## src/rtl/ram_arbiter_2p.sv

```systemverilog
// Two-requester arbiter sharing one single-port RAM, with read-return steering.
// Bursts are capped at MAX_BURST consecutive grants while the other port waits.
//
// state (derived) | meaning
// IDLE            | run_cnt == 0, no grant last cycle (or after reset)
// OWN0            | last_owner == 0, run_cnt = grants in current run
// OWN1            | last_owner == 1, run_cnt = grants in current run
module ram_arbiter_2p #(
  parameter int AW        = 13,
  parameter int DW        = 16,
  parameter int RD_LAT    = 1,
  parameter int MAX_BURST = 4
) (
  input  logic          clk,
  input  logic          reset,
  input  logic          req0,
  input  logic          wr0,
  input  logic [AW-1:0] addr0,
  input  logic [DW-1:0] wdata0,
  output logic          gnt0,
  output logic          rvalid0,
  output logic [DW-1:0] rdata0,
  input  logic          req1,
  input  logic          wr1,
  input  logic [AW-1:0] addr1,
  input  logic [DW-1:0] wdata1,
  output logic          gnt1,
  output logic          rvalid1,
  output logic [DW-1:0] rdata1,
  output logic          ram_wr,
  output logic [AW-1:0] ram_addr,
  output logic [DW-1:0] ram_datain,
  input  logic [DW-1:0] ram_dataout
);

  localparam int CW = $clog2(MAX_BURST + 1);
  localparam logic [CW-1:0] MAX_CNT = CW'(MAX_BURST);

  logic          last_owner;
  logic [CW-1:0] run_cnt;
  logic          any_gnt;
  logic          sel1;
  logic          rd_push;
  logic [RD_LAT-1:0] pipe_v;
  logic [RD_LAT-1:0] pipe_id;

  // From IDLE a tie goes to the port that did not own last, so the
  // reset value last_owner=1 hands the first tie to port 0.
  always_comb begin
    sel1 = 1'b0;
    if (req0 && req1) begin
      if (run_cnt == '0)
        sel1 = ~last_owner;
      else if (run_cnt < MAX_CNT)
        sel1 = last_owner;
      else
        sel1 = ~last_owner;
    end else begin
      sel1 = req1;
    end
  end

  assign any_gnt = (req0 || req1) && !reset;
  assign gnt0    = any_gnt && !sel1;
  assign gnt1    = any_gnt && sel1;
  assign ram_wr  = any_gnt && (sel1 ? wr1 : wr0);
  assign rd_push = any_gnt && !(sel1 ? wr1 : wr0);

  always_comb begin
    ram_addr   = addr0;
    ram_datain = wdata0;
    if (reset) begin
      ram_addr   = '0;
      ram_datain = '0;
    end else if (gnt1) begin
      ram_addr   = addr1;
      ram_datain = wdata1;
    end
  end

  always_ff @(posedge clk or posedge reset) begin
    if (reset) begin
      last_owner <= 1'b1;
      run_cnt    <= '0;
    end else if (!any_gnt) begin
      run_cnt <= '0;
    end else if (sel1 == last_owner) begin
      if (run_cnt != MAX_CNT)
        run_cnt <= run_cnt + 1'b1;
    end else begin
      last_owner <= sel1;
      run_cnt    <= CW'(1);
    end
  end

  // Stage 0 holds the newest read; the tail stage lines up with ram_dataout.
  always_ff @(posedge clk or posedge reset) begin
    if (reset) begin
      pipe_v  <= '0;
      pipe_id <= '0;
    end else begin
      pipe_v[0]  <= rd_push;
      pipe_id[0] <= sel1;
      for (int i = 1; i < RD_LAT; i++) begin
        pipe_v[i]  <= pipe_v[i-1];
        pipe_id[i] <= pipe_id[i-1];
      end
    end
  end

  assign rvalid0 = pipe_v[RD_LAT-1] && !pipe_id[RD_LAT-1] && !reset;
  assign rvalid1 = pipe_v[RD_LAT-1] &&  pipe_id[RD_LAT-1] && !reset;
  assign rdata0  = ram_dataout;
  assign rdata1  = ram_dataout;

endmodule
```

## config.mk

```make
export PLATFORM = sky130hd
export DESIGN_NAME = ram_arbiter_2p
export DESIGN_NICKNAME = d
export VERILOG_FILES = /design/src/rtl/ram_arbiter_2p.sv
export SDC_FILE = /design/constraint.sdc
export NUM_CORES = 1
export LEC_CHECK = 0
export BUFFER_PORTS_ARGS = -buffer_cell sky130_fd_sc_hd__buf_2
export CAP_MARGIN = 40
export CORE_MARGIN = 3
export CORE_UTILIZATION = 36
export CTS_CLUSTER_DIAMETER = 150
export DETAILED_ROUTE_END_ITERATION = 10
export MAX_ROUTING_LAYER = met4
export PLACE_DENSITY = 0.87
export SLEW_MARGIN = 20
export SYNTH_ARGS = -nofsm -noshare
export SYNTH_HDL_FRONTEND = slang
export SYNTH_SLANG_ARGS = --single-unit
```

## constraint.sdc

```tcl
create_clock -name clk -period 2.3 [get_ports clk]
set_input_delay 0.115 -clock clk [delete_from_list [all_inputs] [get_ports clk]]
set_output_delay 0.115 -clock clk [all_outputs]
set_load 0.01 [all_outputs]
```

# After elaboration in Yosys (flattened, before gate mapping)
# Cells that the tools add are included.
# totals
elab_cells	39
out_inout_bits	66
register_bits	6
in_bits	80
# classes
reduce_logical	17
bitwise	2
n_addsub	1
eq_ne	3
magnitude_cmp	1
muxes	11
# op_table
op	n
16-bit two-way mux	2
13-bit two-way mux	2
1-bit logical AND	10
3-bit two-way mux	3
1-bit zero test	4
1-bit two-way mux	4
3-bit by 1-bit adder with 3-bit output, second input constant	1
3-bit zero test	1
3-bit less-than comparator, second input constant	1
3-bit by 2-bit inequality test with 1-bit output, second input constant	1
3-bit inequality test, second input constant	1
1-bit NOT	2
2-bit AND reduction	1
1-bit equality test	1
1-bit logical OR	1

# Depth between registers and ports, before layout
# Gate-level depths: netlist of the first run.
# logic_depth
word_depth	7
ltp_mapped	8

# Least setup slack after synthesis of the first run
# No wires, ideal clock.
# synth_path
path_type	reg2out
start	register run_cnt[0]
end	output port ram_datain[10]
path_slack_ns	0.288
arrival_ns	1.897
path_buffers	3
path_stages_with_launch	9
t_required_ns	2.185
path_cell_list	dfrtp_1 > inv_1 > ha_1 > or4b_1 > clkbuf_1 > and3_1 > buf_6 > buf_6 > a31o_1
# synth_via
elab_chain_len	7
elab_cells_between_ends	8
cone_classes	order compare (1); mux (5); reduce/logical (2)
# synth_lines
item	line_no	source
start, declared	40	logic [CW-1:0] run_cnt;
start signal, assigned	89	run_cnt <= run_cnt + 1'b1;
3-bit less-than comparator	54	else if (run_cnt < MAX_CNT)
1-bit two-way mux	54	
1-bit two-way mux (*)	52	if (run_cnt == '0)
1-bit two-way mux (*)	51	if (req0 && req1) begin
net sel1	42	logic sel1;
1-bit logical AND (*)	65	assign gnt1 = any_gnt && sel1;
16-bit two-way mux (*)	75	end else if (gnt1) begin
16-bit two-way mux (*)	72	if (reset) begin
end, declared	32	output logic [DW-1:0] ram_datain,
# Mark *: on every way through the listed nets, which the timed path passes. The rest lies on a longest branch.

# Worst setup path after layout of the first run
# layout_path
start	register run_cnt[1]
end	output port ram_datain[3]
# layout_via
elab_chain_len	7
elab_cells_between_ends	8
cone_classes	order compare (1); mux (5); reduce/logical (2)
# layout_lines
item	line_no
3-bit less-than comparator	54
1-bit two-way mux	54
1-bit two-way mux (*)	52
1-bit two-way mux (*)	51
1-bit logical AND (*)	65
16-bit two-way mux (*)	75
16-bit two-way mux (*)	72
# Every way passes the cells marked *; elsewhere a longest branch is shown, timed or not.

==> flow_summary.ini, run 1 <==
[floorplanning]
core_um2 = 3490
initial_core_util_pct = 39.3
die_area_um2 = 4590
num_rows = 21
io_pins = 146
die_x_um = 67.7
die_h_um = 67.7

[yosys]
yosysWarnings = 0
ys_ff_latch = 6
synth_nets = 267
ys_seq_area_share_pct = 11.0
syn_area_per_cell_um2 = 7.42
async_flop_share_pct = 100
synth_cell_types = 29
synth-edff-count = 0
synth_flop_cell = dfrtp_1
syn_inst = 185
netlist_area_um2 = 1370

[timing]
max_freq_mhz = 440
finalMaxSlewViolations = 0
rsz0062_at_grt = yes
finalSetupViolations = 0
finClkSkew_ns = 0.0105
fin_crit_ns = 2.27
fin_crit_sh_pct = 98.7
tightest_slew_ns = 0.722
slew_headroom_pct = 51.9
hold_viol = 0
whs_ns = 0.0817

[clocking]
htree_levels = 1
clk_latency_ns = 0.23
cts_tree = built
cts.path.max_buffers = 2
clock-root-buffer = clkbuf_8
clock_sinks = 6
path_clk_slew_ns = 0.04
cts_buffers = 3

[worst_setup_path]
crit_required_ns = 2.18
cp_max_fo = 16
r2r_end = last_owner$_DFFE_PP1P_
end_kind = output port
rrSetupSlack_ns = 0.39
critPathKind = register to output port
r2r_cells = 6
r2r-start = run_cnt[1]$_DFFE_PP0P_
worstSetupStartpointType = register
critPathArrivalTime_ns = 2.16

[global_routing]
grt_pass1_wl_um = 5910
grt_overflow_total = 0
track_usage_pct = 17.1
grt_max_degree = 34
grt_pass1_vias = 1387
antenna_found_initial = 0

[worst_hold_path]
min_from = wr1
hold_end = pipe_v$_DFF_PP0_
hold_path_class = primary input to register
worstHoldPathCells = 2

[cells_and_area]
antennaDiodeCount = 0
num-nets-final = 326
drive_above_1_share_pct = 53.5
syn_to_final_growth_pct = 30.7
stdcell_area_um2 = 1790

[place]
gp_congestion = 0.800
port_buffers = 97
dp_hpwl_um = 3030
placed_cell_area_um2 = 1630

[route]
drt_iter0_drc = 69
dr.pass1.iters = 4
avgViaCountPerCell = 5.47
drc = 0
routed_wirelength_um = 4340
ant_nets = 0
routedWlPerCell_um = 15.0
vias = 1582

[outcome]
status = finished, final reports clean

[power_and_ir_drop]
cellLeakagePower_uw = 0.000946
p_per_area_nw_per_um2 = 394
peakVddDrop_uv = 174

[flow_run]
drv_cap = 0
## what timing repair did
action,CTS,global route
hold buffers,0,0
pin swaps,0,1
buffers inserted,1,1
endpoints found under the setup margin,29,30
hold endpoints to repair,0,0
resized for setup,2,18
## layout make-up
cell class                 count  area [µm²]
multi-input combinational     93         841
sequential                     6         151
fill                         337        1700
clock buffer                   4        45.0
inverter                      33         124
tap                           46        57.6
timing repair buffer         107         576
## logic make-up after synthesis
kind of cell,synth area share (%)
AO/OA/AOI/OAI,42.2
adder cells (fa/ha/maj),1.82
buffers and inverters,34.5
flip-flops,11.0
multiplexers,3.01
AND/OR/NAND/NOR,7.48
## critical path, stage by stage (launching register included)
cell and delay (ns):
dfrtp_1 0.37, inv_1 0.06, ha_2 0.21, or4b_4 0.52, buf_6 0.18, a311oi_1 0.32
a31o_1 0.14, buf_2 0.12
## layer usage
metal  vias to the layer above  GRT usage, %  part of all wire (%)
li1                        764             -                     -
met1                       731          16.5                    38
met2                        76          33.5                    52
met3                        11          2.83                   9.3
met4                         0          6.08                   1.5
met5                         -             -                     0
## synthesized netlist by cell type (2+ instances only)
| library cell | instances | area (µm²) |
|---|---|---|
| inv_1 | 33 | 124 |
| dfrtp_1 | 5 | 125 |
| a311oi_1 | 29 | 254 |
| buf_4 | 32 | 240 |
| and3_1 | 2 | 12.5 |
| buf_6 | 4 | 45.0 |
| nor2_1 | 4 | 15.0 |
| clkbuf_1 | 17 | 63.8 |
| ha_1 | 2 | 25.0 |
| nand2_1 | 4 | 15.0 |
| nor3_1 | 2 | 10.0 |
| and2_1 | 2 | 12.5 |
| a31o_1 | 29 | 254 |
| o21ai_0 | 2 | 10.0 |
| a31oi_1 | 2 | 12.5 |
| mux2i_1 | 3 | 30.0 |
## worst max-delay path by stage
stage / slack [ns] / cells after the start / end / startpoint
global placement: 0.26 / 7 / ram_datain[4] / run_cnt[0]$_DFFE_PP0P_
global route: -0.04 / 7 / ram_addr[6] / run_cnt[1]$_DFFE_PP0P_
CTS: 0.03 / 7 / ram_addr[1] / run_cnt[1]$_DFFE_PP0P_
finish: 0.03 / 7 / ram_datain[3] / run_cnt[1]$_DFFE_PP0P_
floorplan: 0.29 / 8 / ram_datain[10] / run_cnt[0]$_DFFE_PP0P_
detailed placement: 0.18 / 7 / ram_addr[1] / run_cnt[0]$_DFFE_PP0P_
## report_power, final
group	total (µW)	internal [µW]	switching [µW]
Combinational	408	190	218
Sequential	130	119	10.5
Clock	168	120	48.7
Total	706	429	277
## cells in the final DEF (no fill, tap or decap), types with 2 or more instances in the layout
| cell type | n |
|---|---|
| a311oi_1 | 16 |
| inv_1 | 33 |
| a31o_1 | 29 |
| a31oi_1 | 2 |
| dfrtp_1 | 5 |
| buf_2 | 97 |
| and2_1 | 2 |
| buf_6 | 4 |
| o21ai_0 | 2 |
| clkbuf_8 | 3 |
| a311oi_2 | 13 |
| nor3_1 | 2 |
| nor2_1 | 4 |
| mux2i_1 | 3 |
| nand2_1 | 4 |
| buf_4 | 6 |
## registers in the layout (all words and copies together) (netlist names)
register and cells:
pipe_v 1, last_owner 1, run_cnt 3, pipe_id 1
## through the flow
step                      util [%]  total power, µW  instances  setup slack, ns  TNS [ns]
after floorplan                  -              421        185            0.288         0
after global routing          51.3              761        289          -0.0414    -0.571
after global placement        46.5              492        283            0.256         0
after CTS                     48.3              680        288           0.0297         0
after detailed placement      46.5              501        283            0.179         0
final                         51.3              706        289           0.0292         0
Note: power is estimated with default switching activity, not from simulation.
==> run 2: changes to the inputs <==
--- a/config.mk
+++ b/config.mk
@@ -7,7 +7,6 @@
 export LEC_CHECK = 0
 export BUFFER_PORTS_ARGS = -buffer_cell sky130_fd_sc_hd__buf_2
 export CAP_MARGIN = 40
-export CORE_MARGIN = 3
 export CORE_UTILIZATION = 36
 export CTS_CLUSTER_DIAMETER = 150
 export DETAILED_ROUTE_END_ITERATION = 10
==> flow_summary.ini, run 2 (synthesis gave the netlist of run 1 again) <==
[worst_setup_path]
crit_required_ns = 2.18
path_cells = inv_2 > ha_4 > or4b_4 > and3_4 > buf_12 > a31o_1 > buf_2
r2r_end = last_owner$_DFFE_PP1P_
r2r-start = run_cnt[1]$_DFFE_PP0P_
rrSetupSlack_ns = 0.39
r2r_cells = 6
critPathArrivalTime_ns = 2.15
cp_max_fo = 15
worstSetupStartpointType = register
critPathKind = register to output port
cpPeakStageDelay_ns = 0.56
worst_path_max_delay_cell = or4b_4
end_kind = output port

[clocking]
path_clk_slew_ns = 0.04
htree_levels = 1
clock_sinks = 6
cts_tree = built
cts.path.max_buffers = 2
clock-root-buffer = clkbuf_8
holdBufCountCts = 0
cts_buffers = 3
clk_latency_ns = 0.23

[floorplanning]
core_um2 = 3660
io_pins = 146
die_x_um = 63.7
die_area_um2 = 4060
num_rows = 22
die_h_um = 63.7
initial_core_util_pct = 37.5

[timing]
finalSetupViolations = 0
fin_crit_ns = 2.26
whs_ns = 0.0876
tightest_slew_ns = 0.754
setup_slack_ns = 0.0387
fin_crit_sh_pct = 98.3
setup_tns_ns = 0
rsz0062_at_grt = yes
max_freq_mhz = 442
finalMaxSlewViolations = 0
finClkSkew_ns = 0.000868
hold_viol = 0
slew_headroom_pct = 49.7

[place]
port_buffers = 97
dp_cells = 286
dp_slack_ns = 0.173
gp_congestion = 0.791
dp_hpwl_um = 2750

[outcome]
status = finished, final reports clean

[cells_and_area]
drive_above_1_share_pct = 56.7
regMostFlops = run_cnt
layout_common_cells = buf_2 (97), inv_1 (31), a31o_1 (29), a311oi_2 (18), a311oi_1 (11)
largest_reg_flops = 3
antennaDiodeCount = 0
nFillCells = 351
final_cells = 293
num-nets-final = 328
final_common_cell = buf_2
syn_to_final_growth_pct = 38.8

[power_and_ir_drop]
sw_frac_of_total_pct = 39.0
cellLeakagePower_uw = 0.000984
peakVddDrop_uv = 242
p_comb_share_pct = 59.3
p_clk_share_pct = 23.4
seqPwrFrac_pct = 17.3
p_per_area_nw_per_um2 = 395
p_sw_uw = 294
power_uw = 752
internal-power_uw = 459

[worst_hold_path]
hold_end = pipe_v$_DFF_PP0_
worstHoldPathCells = 2
min_from = wr1
hold_path_class = primary input to register

[route]
drc = 0
routed_wirelength_um = 4100
routedWlPerCell_um = 14.0
dr.pass1.iters = 4
drt_iter0_drc = 41
ant_nets = 0
vias = 1582
avgViaCountPerCell = 5.40

[flow_run]
drv_cap = 0

[global_routing]
grt_pass1_vias = 1409
grt_pass1_wl_um = 6190
track_usage_pct = 19.7
antenna_found_initial = 0
grt_overflow_total = 0
grt_max_degree = 34
==> run 2: cell types whose count changed in the layout (fill, tap and decap cells not counted), sizes merged <==
cell / change
clkbuf: +1
buf: +1
==> run 2: how the worst max path moves through the flow <==
stage                      to  slack [ns]                    from  depth (start not counted)
5_1_grt         ram_datain[7]       -0.02  run_cnt[1]$_DFFE_PP0P_                          7
2_1_floorplan  ram_datain[10]        0.29  run_cnt[0]$_DFFE_PP0P_                          8
3_3_place_gp    ram_datain[0]        0.26  run_cnt[0]$_DFFE_PP0P_                          7
3_5_place_dp    ram_datain[3]        0.17  run_cnt[0]$_DFFE_PP0P_                          7
6_report          ram_addr[1]        0.04  run_cnt[1]$_DFFE_PP0P_                          7
4_1_cts           ram_addr[0]        0.02  run_cnt[0]$_DFFE_PP0P_                          7
==> run 2: area by class of cell <==
| type | count | area (µm²) | share of cell area (%) |
|---|---|---|---|
| multi-input combinational | 93 | 882 | 46.3 |
| timing repair buffer | 109 | 643 | 33.7 |
| sequential | 6 | 151 | 7.94 |
| inverter | 33 | 124 | 6.50 |
| tap | 48 | 60.1 | 3.15 |
| clock buffer | 4 | 45.0 | 2.36 |
==> run 2: power by group through the flow <==
stage / Sequential, µW / Combinational (µW) / Clock (µW)
2_1_floorplan: 128 / 294 / 0
3_3_place_gp: 129 / 357 / 0
3_5_place_dp: 130 / 369 / 0
4_1_cts: 129 / 376 / 178
5_1_grt: 132 / 485 / 190
6_report: 130 / 446 / 176
==> run 2: critical path, delay by kind of cell (launching register included) <==
kind / cells / cell delay [ns]
compound gates: 1 / 0.22
fa+ha+maj: 1 / 0.16
buf+inv: 3 / 0.35
flops: 1 / 0.38
simple gates: 2 / 0.80
==> run 2: stage by stage <==
step | util (%) | instance area, µm²
4_1_cts | 46.4 | 1700
5_1_grt | 52.1 | 1910
3_3_place_gp | 44.7 | 1640
6_report | 52.1 | 1910
2_1_floorplan | - | 1370
3_5_place_dp | 44.7 | 1640
==> run 2: metal layers <==
| metal | wire length [µm] | vias to the layer above | GRT usage [%] |
|---|---|---|---|
| li1 | - | 766 | - |
| met1 | 1640 | 739 | 20.1 |
| met2 | 2150 | 63 | 37.1 |
| met3 | 250 | 14 | 3.04 |
| met4 | 69 | 0 | 7.95 |
| met5 | 0 | - | - |
==> run 2: repair_timing <==
action,4_1_cts,5_1_grt
setup buffers,0,2
setup endpoints to repair,30,31
cloned,0,1
pin swaps,0,4
resized for setup,4,32
endpoints found under the hold margin,0,0
